`config.mk`:
```
export PLATFORM = sky130hd
export DESIGN_NAME = weight_pattern_gen
export DESIGN_NICKNAME = d
export VERILOG_FILES = /design/src/rtl/weight_pattern_gen.sv
export SDC_FILE = /design/constraint.sdc
export NUM_CORES = 1
export LEC_CHECK = 0
export CAP_MARGIN = 20
export CORE_ASPECT_RATIO = 1.4
export CORE_MARGIN = 2
export CORE_UTILIZATION = 35
export DETAILED_ROUTE_END_ITERATION = 12
export GPL_TIMING_DRIVEN = 0
export PLACE_DENSITY = 0.64
export REMOVE_ABC_BUFFERS = 1
export SYNTH_ARGS = -nofsm -noshare
export SYNTH_HDL_FRONTEND = slang
export SYNTH_SLANG_ARGS = --single-unit
```
`constraint.sdc`:
```
create_clock -name clk -period 1.92 [get_ports clk]
set_clock_uncertainty 0.2 [all_clocks]
set_input_delay 0.576 -clock clk [delete_from_list [all_inputs] [get_ports clk]]
set_output_delay 0.576 -clock clk [all_outputs]
set_load 0.005 [all_outputs]
```
`src/rtl/weight_pattern_gen.sv`:
```
// weight_pattern_gen: enumerates every WIDTH-bit word with popcount k in
// ascending order, one word per valid/ready transfer.
module weight_pattern_gen #(
  parameter int WIDTH = 4,
  parameter int KW    = $clog2(WIDTH + 1)
) (
  input  logic             clk,
  input  logic             rst_n,
  input  logic             start,
  input  logic [KW-1:0]    weight,
  input  logic             out_ready,
  output logic             out_valid,
  output logic [WIDTH-1:0] pattern,
  output logic [WIDTH-1:0] index,
  output logic             last,
  output logic             busy,
  output logic             err
);

  typedef enum logic {IDLE, RUN} state_t;

  localparam logic [KW-1:0] WIDTH_K = KW'(WIDTH);

  state_t           state;
  state_t           state_next;
  logic [KW-1:0]    k_reg;
  logic [WIDTH-1:0] pattern_next;
  logic             accept;
  logic             weight_ok;

  // k ones packed into the LSBs: the first word of the sequence
  function automatic logic [WIDTH-1:0] low_ones(input logic [KW-1:0] k);
    logic [WIDTH-1:0] m;
    m = '0;
    for (int unsigned i = 0; i < WIDTH; i++)
      m[i] = (i < 32'(k));
    return m;
  endfunction

  // k ones packed into the MSBs: the final word of the sequence
  function automatic logic [WIDTH-1:0] top_ones(input logic [KW-1:0] k);
    logic [WIDTH-1:0] m;
    m = '0;
    for (int unsigned i = 0; i < WIDTH; i++)
      m[i] = ((i + 32'(k)) >= 32'(WIDTH));
    return m;
  endfunction

  assign weight_ok = (weight <= WIDTH_K);
  assign accept    = (state == IDLE) && start && weight_ok;

  // Gosper successor; the divide by the lowest set bit becomes a right
  // shift by its trailing-zero count.
  always_comb begin
    logic [WIDTH-1:0] c;
    logic [WIDTH-1:0] r;
    logic [WIDTH-1:0] d;
    int unsigned      tz;
    logic             found;
    c     = pattern & (~pattern + WIDTH'(1));
    r     = pattern + c;
    d     = pattern ^ r;
    tz    = 0;
    found = 1'b0;
    for (int unsigned i = 0; i < WIDTH; i++) begin
      if (!found && pattern[i]) begin
        tz    = i;
        found = 1'b1;
      end
    end
    pattern_next = r | (d >> (tz + 2));
  end

  // State register
  always_ff @(posedge clk) begin
    if (!rst_n) state <= IDLE;
    else        state <= state_next;
  end

  // Next-state logic
  always_comb begin
    state_next = state;
    case (state)
      IDLE: if (start && weight_ok) state_next = RUN;
      RUN:  if (out_ready && last)  state_next = IDLE;
      default: state_next = IDLE;
    endcase
  end

  // Status outputs decoded from the state register only
  always_comb begin
    out_valid = (state == RUN);
    busy      = (state != IDLE);
  end

  // Datapath: weight latch, current word, index, last flag, error pulse
  always_ff @(posedge clk) begin
    if (!rst_n) begin
      k_reg   <= '0;
      pattern <= '0;
      index   <= '0;
      last    <= 1'b0;
      err     <= 1'b0;
    end else begin
      err <= (state == IDLE) && start && !weight_ok;
      if (accept) begin
        k_reg   <= weight;
        pattern <= low_ones(weight);
        index   <= '0;
        last    <= (low_ones(weight) == top_ones(weight));
      end else if ((state == RUN) && out_ready && !last) begin
        pattern <= pattern_next;
        index   <= index + WIDTH'(1);
        last    <= (pattern_next == top_ones(k_reg));
      end
    end
  end

endmodule

```
==> key figures, run 1 <==
Die
  • Placeable Area: 0.002127 sq mm
  • Initial Utilization: 36.12%
  • Die Width: 43.60 microns
  • Die height: 59.44 microns
  • I/O pin count: 19
  • Die area: between 0.002 and 0.003 sq mm
  • Row cnt: 20

Yosys
  • Yosys reg bits: 14
  • Post-synthesis compound-gate area fraction: 27.20%
  • Cells after synthesis: 95
  • Largest family of logic cells by synthesized area: simple AND/OR/NAND/NOR gates
  • Most used DFF post-synth: dfxtp_1
  • Synth unique cells: 36
  • Mapped Area: 768.2 sq um
  • Top cell type's share of synthesized area: 36.48%
  • Synthesis Warnings: 0
  • Adder-cell share of the synthesized area: 1.629%
  • Multiplexer share of the synthesized area: 0%
  • Syn Area/Cell: just over 8 sq um
  • Synth area leaders: dfxtp_1, nand2_1, nor2_1, o21ai_0, a21oi_1
  • Async S/R FF share, synth: 0%
  • Synth area leader: dfxtp_1
  • Seq/Total Area, Yosys: 36.48%
  • Post-Synth Simple-Gate Area: 27.69%
  • XOR/XNOR Fraction of Synth Area: 3.420%
  • Post-synth EDFFs: 0

Cells and area
  • Final Non-Filler Cells: between 100 and 150
  • # diodes: 0
  • Area Growth Syn to Fin: 46.42%
  • # nets final: 132
  • Multi-input gate area: 479.2 sq um
  • Fillers: 193
  • Share of layout cells above drive strength 1: 26.02%
  • Post-route cell area: ~0.0011 sq mm
  • FF+latch area: 300.3 sq um

Clocking
  • Sink Count: 14
  • CTS tree: done
  • H-tree depth: 1
  • Clk buf depth: 2
  • Clock latency at the later pin of the worst-skew pair: ~270 ps
  • TritonCTS Buffers: 3
  • CTS root buffer: clkbuf_4
  • Clock transition at path regs: approximately 90 ps

Worst setup path
  • Worst setup EP type: output pin
  • Critical Path Source: busy
  • Crit path DAT: approximately 1100 ps
  • Worst r2r dst: last
  • Data required, critical path: 1140 ps
  • Critical path cell sequence: clkdlybuf4s50_1
  • Crit path buffers/inverters: 1
  • FF-to-FF path depth: 5
  • Slowest Stage Delay on Critical Path: ~500 ps
  • CP Class: register to output pin
  • Slowest stage cell, crit path: clkdlybuf4s50_1
  • CP Capture Point: out_valid
  • Max FO, Critical Path: 2
  • Startpoint types: register
  • Cell family with most CP delay: buffers and inverters
  • Setup slack, reg-to-reg: 230 ps
  • Worst r2r src: pattern[2]
  • Worst path depth: 1

Pwr
  • Leak: 0.5650 nW
  • Maximum vdd drop: 0.0004385 V
  • PwrDens: between 600 and 700 mW/mm^2

STA
  • Fin. Hold Viols: 0
  • Fin worst setup slack: 30.87 ps
  • Slew headroom: 75.83%
  • Setup-violating endpoint count in the final report: 0
  • Final TNS setup: 0 ps
  • Max-slew violations: 0
  • Max Clk Rate: 529.3 MHz
  • Worst-margin pin slew: between 300 and 400 ps
  • Fin crit share: 98.39%
  • Min cycle time layout: between 1500 and 2000 ps
  • Hold Slack: 300.9 ps
  • RSZ-0062 raised after global routing: false

Placement
  • Port buffer count: 18
  • Post-Place Worst Slack: -414.3 ps
  • Placed insts: 131
  • Hpwl dp: 1.348 mm
  • Post-Place Cell Area: ~960 sq um
  • Routability cong.: 0.8309

Run
  • Max Cap Viol: 0

Routing
  • Antenna Nets Post-Route: 0
  • Initial DRC count: 33
  • DRC: 0
  • Vias/cell: 5.614
  • Drt pass-1 iters: 5
  • WL final: 2.019 mm
  • Routed vias: 814
  • Wire length per cell: 13.92 microns

GRT
  • Largest net degree at the start of global routing: 12
  • Total gr overflow: 0
  • Initial antenna violation count: 0
  • GRT Resource Usage Total: around 16%
  • Vias in the first global route: just over 700
  • First-pass GRT wire length: 3.249 mm

Run status
  • Status: finished, final reports clean

Min path
  • Worst Hold Class: register to register
[routing by layer]
metal | up-vias | global-route usage (%) | wire length, microns
met5 | - | 0 | 0
met4 | 0 | 5.628 | 17
met3 | 2 | 2.744 | 94
met2 | 26 | 30.67 | 1112
met1 | 381 | 18.25 | 794
li1 | 405 | - | -
[logic make-up after synthesis]
logic type / Yosys count
simple gates: 41
buf+inv: 6
xor+xnor: 3
flops: 14
fa+ha+maj: 1
compound gates: 30
[worst min path at each step]
stage               cells past startpoint  startpoint  slack (ps)  endpoint
floorplan                               2    k_reg[0]         270  k_reg[0]
global placement                        2    index[1]         280  index[1]
detailed placement                      2    index[1]         290  index[1]
CTS                                     2    index[1]         290  index[1]
global route                            2    index[3]         330  index[3]
finish                                  2    index[3]         300  index[3]
[layout by cell type (no fill, tap or decap), drive strengths merged]
cell type	instances
buf	10
o21a	2
o211ai	1
and3	1
nand2	11
ha	1
o41ai	1
dlygate4sd2	3
inv	2
clkdlybuf4s50	6
o221a	1
o31ai	1
o21ai	8
nor2b	3
nor4bb	1
o22ai	1
and3b	1
nand3b	3
clkbuf	4
dlymetal6s2s	9
dfxtp	14
nand4	1
nand2b	3
nor3	4
a21boi	2
a31o	1
xor2	2
or2	1
o2111ai	1
or2b	1
and4	1
a31oi	2
xnor2	1
a2111oi	1
a211oi	2
nor2	10
a21oi	6
[synthesized netlist by cell type (2+ instances only)]
master,n
a211oi_1,2
a21boi_0,2
a21oi_1,6
a31oi_1,2
clkbuf_1,2
dfxtp_1,14
inv_1,2
nand2_1,11
nand2b_1,3
nand3b_1,3
nor2_1,10
nor2b_1,3
nor3_1,4
o21a_1,2
o21ai_0,7
xor2_1,2
[layout make-up]
class	instances	share of cell area, %
Sequential cell	14	26.70
Inverter	2	0.6674
Timing Repair Buffer	28	24.36
Multi-Input combinational cell	75	42.60
Clock buffer	4	3.226
Tap cell	22	2.447
[stage by stage]
| stage | total power, W | utilization (%) |
|---|---|---|
| global route | 0.0007777 | 52.88 |
| CTS | 0.0007312 | 50.24 |
| detailed placement | 0.0004977 | 44.94 |
| floorplan | 0.0004256 | - |
| finish | 0.0007350 | 52.88 |
| global placement | 0.0004962 | 44.94 |
[power by group]
group | total, W | internal (W) | switching [W]
sequential | 0.000324 | 0.000310 | 0.0000143
combinational | 0.000196 | 0.000100 | 0.0000956
clock | 0.000215 | 0.000115 | 0.000100
[repair_timing]
| action | in CTS | in global routing |
|---|---|---|
| hold buffers | 0 | 0 |
| resized for setup | 21 | 11 |
| setup buffers | 6 | 4 |
| pin swaps | 0 | 2 |
| setup endpoints to repair | 13 | 9 |
No activity file was read; power rests on OpenSTA's default activity.
==> run 2, diff against run 1 <==
Settings changed: ABC_CLOCK_PERIOD_IN_PS set to 1920, CORE_ASPECT_RATIO 1.4 to not set, CORE_UTILIZATION 35 to 47, GPL_TIMING_DRIVEN 0 to 1, PLACE_DENSITY 0.64 to 0.81.
==> key figures, run 2 (synthesis gave the netlist of run 1 again) <==
Die
  • Initial Utilization: 50.41% (+14 points)
  • I/O pin count: 19 (unchanged)
  • Die Width: 44.43 microns (+1.9%)
  • Placeable Area: 0.001524 sq mm (-28%)
  • Die height: 44.43 microns (-25%)
  • Row cnt: 14 (-30%)
  • Die area: 0.001974 sq mm (-24%)

Placement
  • Post-Place Cell Area: 0.001054 sq mm (+10%)
  • Routability cong.: 0.9165 (+10%)
  • Port buffer count: 18 (unchanged)
  • Hpwl dp: 1.460 mm (+8.3%)
  • Post-Place Worst Slack: -245.7 ps (+168.6 ps)
  • Placed insts: 139 (+6.1%)

Worst setup path
  • Max FO, Critical Path: 2 (unchanged)
  • Crit path buffers/inverters: 1 (unchanged)
  • Crit path DAT: 1110 ps (about the same)
  • Data required, critical path: 1140 ps (about the same)
  • Worst setup EP type: output pin
  • Cell family with most CP delay: buffers and inverters
  • Critical path cell sequence: clkdlybuf4s50_1
  • CP Class: register to output pin
  • Setup slack, reg-to-reg: 300 ps (+70 ps)
  • Slowest Stage Delay on Critical Path: 490 ps (about the same)
  • Slowest stage cell, crit path: clkdlybuf4s50_1
  • Startpoint types: register

Clocking
  • H-tree depth: 1 (unchanged)
  • Clock latency at the later pin of the worst-skew pair: 280 ps (about the same)
  • CTS tree: done
  • TritonCTS Buffers: 3 (unchanged)
  • Hold buffer count at CTS: 0 (unchanged)
  • CTS root buffer: clkbuf_4
  • Clock transition at path regs: 90 ps (about the same)
  • Sink Count: 14 (unchanged)
  • Clk buf depth: 2 (unchanged)

Cells and area
  • Fillers: 108 (-44%)
  • Most frequent cells in the layout: buf_4, nand2_1, nor2_1, dlymetal6s2s_1, clkdlybuf4s50_1
  • Share of layout cells above drive strength 1: 27.61% (+1.6 points)
  • Area Growth Syn to Fin: 53.91%
  • Final Non-Filler Cells: 150 (+3.4%)
  • # diodes: 0 (unchanged)
  • Core Util, Final: 77.59% (+25 points)
  • # nets final: 143 (+8.3%)
  • Post-route cell area: 0.001182 sq mm (+5.1%)
  • Most common cell after layout, fill and taps aside: buf_4

STA
  • RSZ-0062 raised after global routing: false
  • Max Clk Rate: 530.1 MHz (+0.14%)
  • Min cycle time layout: 1886 ps (-2.702 ps)
  • Final TNS setup: 0 ps (unchanged)
  • Max-slew violations: 0 (unchanged)
  • Worst-margin pin slew: 298.0 ps (-63.41 ps)
  • Fin. Hold Viols: 0 (unchanged)
  • Setup-violating endpoint count in the final report: 0 (unchanged)
  • Slew headroom: 79.92% (+4.1 points)
  • Fin crit share: 98.25% (-0.14 points)
  • Fin worst setup slack: 33.57 ps (+2.702 ps)

Run
  • Max Cap Viol: 0 (unchanged)

Routing
  • Wire length per cell: 14.60 microns (+4.9%)
  • Routed vias: 894 (+9.8%)
  • Drt pass-1 iters: 4 (-1)
  • WL final: 2.190 mm (+8.5%)
  • DRC: 0 (unchanged)
  • Antenna Nets Post-Route: 0 (unchanged)
  • Vias/cell: 5.960 (+6.2%)
  • Initial DRC count: 23 (-30%)

Pwr
  • Leak: 0.6349 nW (+12%)
  • P_int: 0.0005376 W (+2.5%)
  • PwrDens: 639.4 mW/mm^2 (-2.1%)
  • Sw power: 0.0002184 W (+3.9%)
  • Part of the power in registers: 42.5% (-1.6 points)
  • Maximum vdd drop: 0.0005872 V (+34%)
  • Comb power frac: 28.5% (+1.9 points)
  • Power share of the clock group: 29.0% (-0.3 points)
  • Sw frac: 28.89% (+0.29 points)

GRT
  • First-pass GRT wire length: 3.429 mm (+5.5%)
  • GRT Resource Usage Total: 23.31% (+6.9 points)
  • Initial antenna violation count: 0 (unchanged)
  • Vias in the first global route: 807 (+13%)
  • Total gr overflow: 0 (unchanged)
  • Largest net degree at the start of global routing: 10 (-2)

Min path
  • Worst Hold Class: register to register

Run status
  • Status: finished, final reports clean
## run 2: cell count changes in the layout (fill, tap and decap cells not counted), moves of 2 or more
cell,before,now
clkdlybuf4s50_1,6,8
dfxtp_4,3,1
dlygate4sd2_1,3,0
dfxtp_1,4,7
buf_4,10,21
## run 2: per-layer routing
metal	track usage, %	vias to the layer above	share of wire, %
met5	0	-	0
met1	29.37	424	42
li1	-	421	-
met3	4.898	8	5.9
met4	10.30	0	3.1
met2	38.24	41	49
## run 2: final timing paths
check / from / to / depth (start not counted)
hold / removal: index[3] / index[3] / 2
setup / recovery: index[1] / index[1] / 1
setup reg to reg: pattern[2] / last / 5
hold reg to reg: index[3] / index[3] / 2
## run 2: layout make-up
cell class / count / area [sq um] / share of cell area [%]
clock buffer: 4 / 36.28 / 3.069
timing repair buffer: 39 / 362.8 / 30.69
multi-input combinational: 75 / 464.2 / 39.26
inverter: 2 / 7.507 / 0.6349
sequential: 14 / 291.5 / 24.66
tap: 16 / 20.02 / 1.693
## run 2: repair_timing
action,4_1_cts,5_1_grt
resized for setup,7,14
endpoints found under the hold margin,0,0
setup endpoints to repair,7,15
buffers inserted,6,1
gates cloned,0,0
## run 2: power groups by stage
stage | logic, W | clock network (W) | registers (W)
6_report | 0.000215 | 0.000219 | 0.000322
5_1_grt | 0.000233 | 0.000234 | 0.000324
4_1_cts | 0.000212 | 0.000219 | 0.000322
3_5_place_dp | 0.000196 | 0 | 0.000332
3_3_place_gp | 0.000192 | 0 | 0.000332
2_1_floorplan | 0.0000872 | 0 | 0.000338
## run 2: through the flow
step                      hold slack, ps  power (W)
after floorplan                    267.2  0.0004256
after global placement             284.9  0.0005233
after detailed placement           298.8  0.0005277
after CTS                          322.0  0.0007527
after global routing               340.4  0.0007915
final                              310.1  0.0007561
==> run 3, diff against run 2 <==
Settings changed: PLACE_DENSITY 0.81 to 0.77.
==> key figures, run 3 (synthesis gave the netlist of run 1 again) <==
Run status
  • Status: finished, final reports clean

Pwr
  • Leak: 0.5921 nW (-6.7%)
  • Maximum vdd drop: 0.0005617 V (-4.3%)
  • PwrDens: 638.0 mW/mm^2 (-0.23%)

STA
  • Worst-margin pin slew: 294.3 ps (-3.636 ps)
  • Fin. Hold Viols: 0 (unchanged)
  • Final TNS setup: 0 ps (unchanged)
  • Min cycle time layout: 1881 ps (-5.715 ps)
  • Setup-violating endpoint count in the final report: 0 (unchanged)
  • Max Clk Rate: 531.7 MHz (+0.30%)
  • Fin crit share: 97.95% (-0.30 points)
  • Slew headroom: 80.26% (+0.33 points)
  • RSZ-0062 raised after global routing: false
  • Max-slew violations: 0 (unchanged)

Worst setup path
  • Cell family with most CP delay: buffers and inverters
  • Critical path cell sequence: clkdlybuf4s50_1
  • Data required, critical path: 1140 ps (about the same)
  • Worst r2r src: pattern[2]
  • Worst setup EP type: output pin
  • Crit path DAT: 1100 ps (about the same)
  • Worst r2r dst: last
  • Slowest stage cell, crit path: clkdlybuf4s50_1
  • Slowest Stage Delay on Critical Path: 490 ps (about the same)
  • FF-to-FF path depth: 5 (unchanged)
  • Startpoint types: register
  • Setup slack, reg-to-reg: 240 ps (-60 ps)
  • CP Class: register to output pin
  • Crit path buffers/inverters: 1 (unchanged)
  • Max FO, Critical Path: 2 (unchanged)

Die
  • I/O pin count: 19 (unchanged)
  • Placeable Area: 0.001524 sq mm (unchanged)
  • Initial Utilization: 50.41% (unchanged)
  • Die Width: 44.43 microns (unchanged)
  • Die area: 0.001974 sq mm (unchanged)
  • Row cnt: 14 (unchanged)
  • Die height: 44.43 microns (unchanged)

Routing
  • Wire length per cell: 13.62 microns (-6.7%)
  • Routed vias: 835 (-6.6%)
  • Vias/cell: 5.530 (-7.2%)
  • DRC: 0 (unchanged)
  • Drt pass-1 iters: 4 (unchanged)
  • WL final: 2.057 mm (-6.1%)
  • Initial DRC count: 15 (-35%)
  • Antenna Nets Post-Route: 0 (unchanged)

Clocking
  • Clock latency at the later pin of the worst-skew pair: 280 ps (about the same)
  • Sink Count: 14 (unchanged)
  • Hold buffer count at CTS: 0 (unchanged)
  • TritonCTS Buffers: 3 (unchanged)
  • Clock transition at path regs: 80 ps (about the same)
  • Clk buf depth: 2 (unchanged)
  • H-tree depth: 1 (unchanged)
  • CTS root buffer: clkbuf_4
  • CTS tree: done

Cells and area
  • Most common cell after layout, fill and taps aside: buf_4
  • Share of layout cells above drive strength 1: 28.15% (+0.54 points)
  • Fillers: 112 (+3.7%)
  • # diodes: 0 (unchanged)
  • Area Growth Syn to Fin: 53.58%
  • # nets final: 144 (+0.70%)
  • Post-route cell area: 0.001180 sq mm (-0.21%)
  • Most frequent cells in the layout: buf_4, nand2_1, nor2_1, clkdlybuf4s50_1, dfxtp_2

Placement
  • Port buffer count: 18 (unchanged)
  • Hpwl dp: 1.575 mm (+7.9%)
  • Routability cong.: 0.8852 (-3.4%)
  • Post-Place Cell Area: 0.001084 sq mm (+2.9%)

GRT
  • Initial antenna violation count: 0 (unchanged)
  • GRT met3 Usage: 4.490% (-0.41 points)
  • First-pass GRT wire length: 3.505 mm (+2.2%)
  • Grt met2 use: 38.82% (+0.59 points)
  • Total gr overflow: 0 (unchanged)
  • Vias in the first global route: 794 (-1.6%)
  • GRT Max-Usage Layer: met2
  • Grt met1 use: 31.98% (+2.6 points)
  • Largest net degree at the start of global routing: 9 (-1)
  • GRT Resource Usage Total: 24.51% (+1.2 points)

Run
  • Max Cap Viol: 0 (unchanged)

Min path
  • Worst Hold Class: register to register
  • Hold endpoint: index[1]
  • Hold path depth: 2 (unchanged)
  • Min-Delay Startpoint: index[1]
## run 3: cell types whose count changed in the layout (fill, tap and decap cells not counted), moves of 2 or more
cell	delta
dlymetal6s2s_1	-3
clkdlybuf4s50_1	+2
dfxtp_1	-2
dfxtp_2	+2
## run 3: worst max path at each step
stage / from / end / slack, ps / depth (start not counted)
2_1_floorplan: weight[0] / pattern[2] / 280 / 4
3_3_place_gp: out_ready / last / -170 / 4
3_5_place_dp: out_ready / index[2] / -190 / 6
4_1_cts: index[1] / index[1] / 7 / 1
5_1_grt: pattern[1] / pattern[1] / 3 / 1
6_report: pattern[1] / pattern[1] / 40 / 1
## run 3: timing repair
item / in CTS / in global routing
gates resized for setup: 10 / 8
endpoints found under the hold margin: 0 / 0
setup buffers: 3 / 1
endpoints found under the setup margin: 9 / 9
pin swaps: 0 / 0
## run 3: power breakdown
part           leakage (nW)  internal (W)  switching, W
clock                0.0210      0.000115     0.0000984
sequential            0.118      0.000310     0.0000153
combinational         0.453      0.000116     0.0000975
total                 0.592      0.000542      0.000211
## run 3: cell type report
type,instances,area [sq um],share of cell area (%)
sequential,14,294.0,24.92
multi-input combinational,75,460.4,39.02
tap,16,20.02,1.697
clock buffer,4,36.28,3.075
timing repair buffer,40,361.6,30.65
inverter,2,7.507,0.6363
## run 3: through the flow
step,worst slack (ps),cells,util [%],hold WS [ps],power [W]
2_1_floorplan,282.6,91,-,267.2,0.0004256
3_3_place_gp,-170.4,143,71.10,278.9,0.0005325
3_5_place_dp,-187.2,143,71.10,293.2,0.0005385
4_1_cts,7.060,150,75.70,286.3,0.0007555
5_1_grt,2.779,151,77.42,324.3,0.0007912
6_report,39.29,151,77.42,295.1,0.0007527
## run 3: metal layers
layer / wire [microns] / share of wire (%)
met4: 52 / 2.5
met1: 934 / 45
met5: 0 / 0
met3: 94 / 4.6
met2: 976 / 47
